<file path="src/rtl/pipe_pkg.sv">
// Shared types for the handshaked pipeline stage: state encoding and occupancy width.
package pipe_pkg;

  localparam int unsigned PIPE_OCC_W = 2;

  typedef enum logic [PIPE_OCC_W-1:0] {
    PS_EMPTY = 2'd0,
    PS_ONE   = 2'd1,
    PS_TWO   = 2'd2
  } pipe_state_t;

endpackage

</file>
<file path="src/rtl/pipe_stage_if.sv">
// Valid/ready handshake bundle for pipe_stage: upstream (in_*) and downstream (out_*) sides.
interface pipe_stage_if #(
  parameter int unsigned DATA_W = 32
) ();

  logic              in_valid;
  logic              in_ready;
  logic [DATA_W-1:0] in_data;
  logic              out_valid;
  logic              out_ready;
  logic [DATA_W-1:0] out_data;

  // Environment side: produces upstream beats and consumes downstream beats.
  modport master (
    output in_valid, in_data, out_ready,
    input  in_ready, out_valid, out_data
  );

  // Stage side.
  modport slave (
    input  in_valid, in_data, out_ready,
    output in_ready, out_valid, out_data
  );

endinterface

</file>
<file path="src/rtl/pipe_stage.sv">
// Handshaked pipeline register with a 2-entry skid buffer and synchronous flush.
// Define PIPE_STAGE_ZERO_ON_FLUSH_EN to clear the data registers on reset and flush.
module pipe_stage
  import pipe_pkg::*;
#(
  parameter int unsigned DATA_W = 32
) (
  input  logic                  clk,
  input  logic                  rst_n,
  input  logic                  flush,
  pipe_stage_if.slave           bus,
  output logic [PIPE_OCC_W-1:0] occupancy
);

  pipe_state_t       state_q;
  pipe_state_t       state_d;
  logic              in_ready_q;
  logic              out_valid_q;
  logic [DATA_W-1:0] main_q;
  logic [DATA_W-1:0] skid_q;

  logic accept_c;
  logic pop_c;
  logic main_ld_c;
  logic main_from_skid_c;
  logic skid_ld_c;

  assign accept_c = bus.in_valid & in_ready_q;
  assign pop_c    = out_valid_q & bus.out_ready;

  // Next state and data-register load enables.
  always_comb begin
    state_d          = state_q;
    main_ld_c        = 1'b0;
    main_from_skid_c = 1'b0;
    skid_ld_c        = 1'b0;
    case (state_q)
      PS_EMPTY: begin
        if (accept_c) begin
          state_d   = PS_ONE;
          main_ld_c = 1'b1;
        end
      end
      PS_ONE: begin
        if (accept_c && !pop_c) begin
          state_d   = PS_TWO;
          skid_ld_c = 1'b1;
        end else if (accept_c && pop_c) begin
          main_ld_c = 1'b1;
        end else if (pop_c) begin
          state_d = PS_EMPTY;
        end
      end
      PS_TWO: begin
        if (pop_c) begin
          state_d          = PS_ONE;
          main_ld_c        = 1'b1;
          main_from_skid_c = 1'b1;
        end
      end
      default: state_d = PS_EMPTY;
    endcase
    if (flush) state_d = PS_EMPTY;
  end

  // Handshake flags are flopped alongside the state so neither depends on out_ready.
  always_ff @(posedge clk) begin
    if (!rst_n) begin
      state_q     <= PS_EMPTY;
      in_ready_q  <= 1'b1;
      out_valid_q <= 1'b0;
    end else begin
      state_q     <= state_d;
      in_ready_q  <= (state_d != PS_TWO);
      out_valid_q <= (state_d != PS_EMPTY);
    end
  end

`ifdef PIPE_STAGE_ZERO_ON_FLUSH_EN
  // All-zero payload reads as a NOP downstream.
  always_ff @(posedge clk) begin
    if (!rst_n || flush) begin
      main_q <= '0;
      skid_q <= '0;
    end else begin
      if (main_ld_c) main_q <= main_from_skid_c ? skid_q : bus.in_data;
      if (skid_ld_c) skid_q <= bus.in_data;
    end
  end
`else
  always_ff @(posedge clk) begin
    if (main_ld_c) main_q <= main_from_skid_c ? skid_q : bus.in_data;
    if (skid_ld_c) skid_q <= bus.in_data;
  end
`endif

  assign bus.in_ready  = in_ready_q;
  assign bus.out_valid = out_valid_q;
  assign bus.out_data  = main_q;
  assign occupancy     = PIPE_OCC_W'(state_q);

endmodule

</file>
<file path="src/flat_wrapper.sv">
// flat-port wrapper written by rule: the top's interface ports become plain ports
module pipe_stage_flat import pipe_pkg::*;
#(
  parameter int unsigned DATA_W = 32
)
  (clk, rst_n, flush, occupancy, bus_in_valid, bus_in_data, bus_out_ready, bus_in_ready, bus_out_valid, bus_out_data);
  pipe_stage_if #(.DATA_W(DATA_W)) bus_i ();
  input  logic clk;
  input  logic rst_n;
  input  logic flush;
  output logic [PIPE_OCC_W-1:0] occupancy;
  input wire logic [$bits(bus_i.in_valid)-1:0] bus_in_valid;
  input wire logic [$bits(bus_i.in_data)-1:0] bus_in_data;
  input wire logic [$bits(bus_i.out_ready)-1:0] bus_out_ready;
  output wire logic [$bits(bus_i.in_ready)-1:0] bus_in_ready;
  output wire logic [$bits(bus_i.out_valid)-1:0] bus_out_valid;
  output wire logic [$bits(bus_i.out_data)-1:0] bus_out_data;
  assign bus_i.in_valid = bus_in_valid;
  assign bus_i.in_data = bus_in_data;
  assign bus_i.out_ready = bus_out_ready;
  assign bus_in_ready = bus_i.in_ready;
  assign bus_out_valid = bus_i.out_valid;
  assign bus_out_data = bus_i.out_data;
  pipe_stage #(.DATA_W(DATA_W)) u_core (.clk(clk), .rst_n(rst_n), .flush(flush), .bus(bus_i), .occupancy(occupancy));
endmodule
</file>
<file path="config.mk">
export PLATFORM = sky130hd
export DESIGN_NAME = pipe_stage_flat
export DESIGN_NICKNAME = d
export VERILOG_FILES = /design/src/rtl/pipe_pkg.sv /design/src/rtl/pipe_stage_if.sv /design/src/rtl/pipe_stage.sv /design/src/flat_wrapper.sv
export SDC_FILE = /design/constraint.sdc
export NUM_CORES = 1
export LEC_CHECK = 0
export BUFFER_PORTS_ARGS = -buffer_cell sky130_fd_sc_hd__buf_2
export CAP_MARGIN = 20
export CORE_MARGIN = 2
export CORE_UTILIZATION = 46
export DETAILED_ROUTE_END_ITERATION = 10
export PLACE_DENSITY = 0.74
export SETUP_SLACK_MARGIN = 0.4
export SLEW_MARGIN = 40
export SYNTH_ARGS = -nofsm -noshare
export SYNTH_HDL_FRONTEND = slang
export SYNTH_SLANG_ARGS = --single-unit
</file>
<file path="constraint.sdc">
create_clock -name clk -period 5.29 [get_ports clk]
set_input_delay 1.058 -clock clk [delete_from_list [all_inputs] [get_ports clk]]
set_output_delay 1.058 -clock clk [all_outputs]
set_load 0.1 [all_outputs]
</file>
==> Word-level counts from Yosys, hierarchy flattened <==
Cells that the tools add are included.
{ "word_totals": {"regBits": 68, "input_bits": 37, "output_inout_bits": 36, "wordCells": 31} }
{ "op_classes": {"eq_ne": 3, "muxes": 16, "n_bitwise": 2, "n_reduce_logical": 5} }
{ "op_table": {"columns": ["operator", "count"], "rows": [
  ["$mux 32", 1],
  ["$mux 2", 6],
  ["$mux 1", 7],
  ["$pmux 2 s3", 1],
  ["$pmux 1 s3", 1],
  ["$and 1x1->1", 2],
  ["$eq 2x1->1 const B", 1],
  ["$eq 2x2->1 const B", 1],
  ["$logic_and 1x1->1", 2],
  ["$logic_not 2->1", 1],
  ["$ne 2x2->1 const B", 1],
  ["$reduce_bool 2->1", 1],
  ["$logic_not 1->1", 1]
]} }

==> Longest topological paths before layout <==
{ "logic_depth": {"word_depth": 7, "ltp_mapped": 4, "depth_no_buf": 3} }

==> Worst setup path before layout <==
Ideal clock, no wire load.
{ "synth_path": {"kind": "reg-to-reg", "start": "register u_core.in_ready_q (netlist: u_core.bus.in_ready)", "end": "register u_core.main_q[0] (netlist: u_core.bus.out_data[0]) (enable)", "setup_ns": 0.533, "arrival_time_ns": 4.958, "t_required_ns": 4.757, "setup_slack_ns": -0.202, "path_stages_with_launch": 3, "path_buffers": 0, "period_less_slack_ns": 5.492, "cell_sequence": "dfxtp_1 -> nand2_1 -> o311ai_0"} }
{ "synth_between": {"elab_chain_cells": 5, "word_cells_on_any_way": 7, "cone_classes": "mux (4); bitwise (1); reduce/logical (2)"} }
{ "synth_rtl": {"columns": ["element", "line", "source"], "rows": [
  ["start: declaration", "pipe_stage.sv:17", "logic in_ready_q;"],
  ["start signal: assignment", "pipe_stage.sv:74", "in_ready_q <= (state_d != PS_TWO);"],
  ["$and 1x1->1 *", "pipe_stage.sv:28", "assign accept_c = bus.in_valid & in_ready_q;"],
  ["$logic_and 1x1->1", "pipe_stage.sv:48", "end else if (accept_c && pop_c) begin"],
  ["$mux 1", "pipe_stage.sv:48", null],
  ["$mux 1", "pipe_stage.sv:45", "if (accept_c && !pop_c) begin"],
  ["$pmux 1 s3 *", "pipe_stage.sv:37", "case (state_q)"],
  ["named net u_core.main_ld_c", "pipe_stage.sv:24", "logic main_ld_c;"],
  ["end signal: assignment", "pipe_stage.sv:92", "if (main_ld_c) main_q <= main_from_skid_c ? skid_q : bus.in_data;"],
  ["end: declaration", "pipe_stage.sv:19", "logic [DATA_W-1:0] main_q;"]
]} }
Mark *: on every way through the listed nets, which the timed path passes. The rest lies on a longest branch.
A chain may end at the register's enable or synchronous reset.

==> Worst setup path after layout <==
{ "layout_path": {"start": "register u_core.state_q[1] (netlist: u_core.occupancy[1])", "end": "output port occupancy[1]"} }
{ "layout_rtl": {"columns": ["element", "line", "source"], "rows": [
  ["start: declaration", "pipe_stage.sv:15", "pipe_state_t state_q;"],
  ["start signal: assignment", "pipe_stage.sv:73", "state_q <= state_d;"],
  ["end: declaration", "flat_wrapper.sv:11", "output logic [PIPE_OCC_W-1:0] occupancy;"]
]} }
No word-level cell between the ends.

==> impl_summary.md <==
Logic synthesis
Counting flops and latches in the post-synthesis netlist gives 68. The synthesized instance count is between 100 and 150. The Yosys warning count is 0. The area share of the leading cell type in the synthesized netlist is 0.726. Yosys attributes the largest share of cell area to edfxtp_1, mux2_4, dfxtp_1. Summing every instance area after synthesis gives between 2000 and 3000 sq um. The biggest area consumer among synthesized cells is edfxtp_1. The synthesized net count is roughly 160. For this run, the register share of the synthesized area comes to 0.757. The average instance area after synthesis is 21.7 sq um.

The synthesized netlist contains 22 unique library cells.

Clock network
Hold repair after CTS inserted 0 buffers. The CTS buffer count is 9. TritonCTS built the clock tree.

The post-cts sizing count is 0. The root buffer cell chosen for the clock tree is clkbuf_8. The longest clock path from root to sink contains 2 buffers.

The clock insertion delay at the later pin of the skew report is approximately 330 ps. The clock-pin transition on the worst setup and hold timing paths is 70 ps. The number of clock sinks is about 70.

The number of setup buffers added after CTS is 0. In this run the number of H-tree levels came out at 3.

Timing
The number of max-slew violations in the final report was 0. Setup repair after global routing left no endpoint under its margin. Headroom to the max-slew limit came out at 0.493. The worst hold margin is about 550 ps. The worst-case setup margin in the final layout is between 2000 and 3000 ps. For the pin with the worst max-slew slack, the measured transition is about 760 ps.

In the final timing run, aggregate negative setup slack is 0 ps. The minimum period implied by the final worst setup slack is about 2500 ps. The final clock period utilization by the worst path is 0.473.

Setup violations remaining at the end of the flow were counted as 0. The number of endpoints with negative hold slack in the final report was 0. The maximum clock frequency is roughly 400 MHz. For the final database, setup skew stands at between 6 and 7 ps.

Hold path
The type of the tightest min-delay check is reg2reg.

Worst setup path
The kind of end point of the critical path is an output pin. The slowest library cell on the worst path is dfxtp_1. The endpoint arrival time on the critical path is between 1000 and 1500 ps. The kind of cell adding the most delay to the critical path is flip-flops. For flop-to-flop paths, the worst setup slack is 3170 ps.

In this run the number of cells on the critical path is 1. The worst setup path is launched from a flip-flop. The reg-to-reg endpoint is u_core.bus.out_data[27]$_DFFE_PP_.

The critical path startpoint is u_core.occupancy[1]$_SDFF_PN0_. The critical path ends at occupancy[1]. The critical path goes through buf_2. The required time at the endpoint of the critical path is around 4200 ps. Counting both buffers and inverters, the worst setup path holds a total of 1. Of all nets on the critical path, the largest fanout is 10. The critical path in this run is classified as reg2out. The number of cells on the worst reg-to-reg path is 3. In this design, the stage delay of the slowest critical-path cell is about 600 ps. The startpoint identified for the worst register-to-register timing path is u_core.occupancy[1]$_SDFF_PN0_.

Place
The worst setup slack before clock tree synthesis is roughly 2200 ps. The wire-length estimate of the detail-placed layout is 2880 microns. Port buffering added 72 buffers. The placed instance count is around 260.

The global placement routability congestion is 0.700.

Floorplanning
The die is between 70 and 80 microns wide. The initialized floorplan defines 27 standard-cell rows. The die area is 6380 sq um.

During I/O placement, the number of pins put on the boundary was 73. The floorplan step set the die height to around 80 microns. The core region is between 5000 and 6000 sq um. For this configuration, the core starts out at a cell density of 0.478.

Routing
Dividing the detail-routed wire length by the instance count gives 15.0 microns. The detailed router finished its first iteration with 69 violations. Across all layers, the routed design uses 1360 vias. The detailed-routing iteration count for the pre-antenna-repair pass is 4. The detailed-route vias per instance is a little under 5. For this run, design rule violations remaining after detail routing come to 0. The total wire length after detailed routing is between 4000 and 5000 microns.

The number of routed nets with antenna violations is 0.

Power
The internal power of the cells totals just over 0.8 mW. The combinational cell fraction of total power is 0.175. In this run the static leakage power is ~1.4 nW.

The switching power is between 0.3 and 0.4 mW. Across the VDD grid, the largest voltage drop is ~0.18 mV. Of the total power, the share spent switching nets is 0.293.

The share of total power dissipated in sequential elements is 0.535. Of the total power, the clock network draws 0.289. The power density relative to cell area is roughly 360 nW/um^2.

Status
The flow ran to the end, and the final reports show no timing, DRC or antenna violations.

GRT
Entering global routing, the biggest net connects 34 pins. The final global-route overflow total is 0. The number of antenna violations at the first check in global routing was 0. The via count of the first global-routing pass is about 1200. The global-route wire length before repair is ~6200 microns. The total routing usage reported by global routing is 0.139.

Cells and area
The filler cells instantiated in the layout total 452. The antenna diode count is 0. The total number of nets in the final design is about 240. The post-route core utilization is 0.589.

Of the cells placed in the final design, the portion with a size suffix greater than 1 is 0.589. Relative to the synthesized area, the layout overhead comes to 23.4%. The finished layout holds 281 standard cells, fillers aside.

Job
The tool flagged a number of max-cap violations equal to 0.
-- how the worst min path moves through the flow --
stage / start / endpoint / slack (ps) / cells after the start
floorplan: u_core.skid_q[0]$_DFFE_PP_ / u_core.bus.out_data[0]$_DFFE_PP_ / 520 / 1
global placement: u_core.skid_q[10]$_DFFE_PP_ / u_core.bus.out_data[10]$_DFFE_PP_ / 530 / 1
detailed placement: u_core.skid_q[23]$_DFFE_PP_ / u_core.bus.out_data[23]$_DFFE_PP_ / 530 / 1
CTS: u_core.skid_q[8]$_DFFE_PP_ / u_core.bus.out_data[8]$_DFFE_PP_ / 550 / 1
global route: u_core.skid_q[6]$_DFFE_PP_ / u_core.bus.out_data[6]$_DFFE_PP_ / 560 / 1
finish: u_core.skid_q[23]$_DFFE_PP_ / u_core.bus.out_data[23]$_DFFE_PP_ / 550 / 1
-- flip-flops by register name (all words and copies together) (netlist names) --
signal / cells
u_core.bus.out_data: 32
u_core.skid_q: 32
u_core.occupancy: 2
u_core.bus.in_ready: 1
u_core.bus.out_valid: 1
-- cell families after synthesis --
group	share of synthesized area
muxes	0.177
DFF	0.757
buffers and inverters	0.0170
and+or+nand+nor	0.0359
AOI/OAI and AO/OA	0.0132
-- metal layers --
layer,part of all wire,GRT usage,vias to the layer above
met5,0,0,-
li1,-,-,656
met2,0.46,0.204,52
met4,0.029,0.102,0
met1,0.43,0.170,642
met3,0.077,0.0486,10
-- power groups by stage --
stage          clock network [mW]  logic (mW)  registers (mW)
5_1_grt                     0.377       0.212           0.627
3_5_place_dp                    0       0.206           0.638
3_3_place_gp                    0       0.204           0.637
4_1_cts                     0.353       0.206           0.626
2_1_floorplan                   0      0.0303           0.772
6_report                    0.338       0.205           0.626
-- Yosys cell counts --
cell and n:
nand2_1 3, o311ai_0 1, or3_1 1, buf_4 1
o21ai_0 1, mux2_4 29, or3b_1 1, a21oi_1 1
a211oi_1 1, nand4_4 1, nand4_1 1, edfxtp_1 64
mux2_2 3, buf_6 3, nand2b_1 1, inv_2 1
a221oi_1 1, and4bb_2 1, and4b_1 1, dfxtp_1 4
nor3b_1 1, nor3_1 1
-- layout by cell type (no fill, tap or decap), types with 2 or more instances in the layout --
master,netlist,final
mux2_4,29,29
mux2_2,3,3
edfxtp_1,64,64
clkinv_2,0,2
buf_2,0,72
dfxtp_1,4,4
nand2_1,3,3
clkbuf_1,0,4
buf_4,1,2
clkbuf_8,0,9
-- layout make-up --
class                           instances  area [sq um]  share of cell area
Sequential cell                        68          2000               0.613
Multi-Input combinational cell         49           622               0.190
Timing Repair Buffer                   75           395               0.121
Clock buffer                           13           139              0.0425
Tap cell                               72          90.1              0.0276
Clock inverter                          3          13.8             0.00421
Inverter                                1          3.75             0.00115
-- stage by stage --
stage | power, mW | instance area (sq um)
global placement | 0.841 | 3090
finish | 1.17 | 3270
floorplan | 0.802 | 2650
detailed placement | 0.844 | 3090
global route | 1.22 | 3270
CTS | 1.19 | 3250
(Power assumes the default switching activity.)
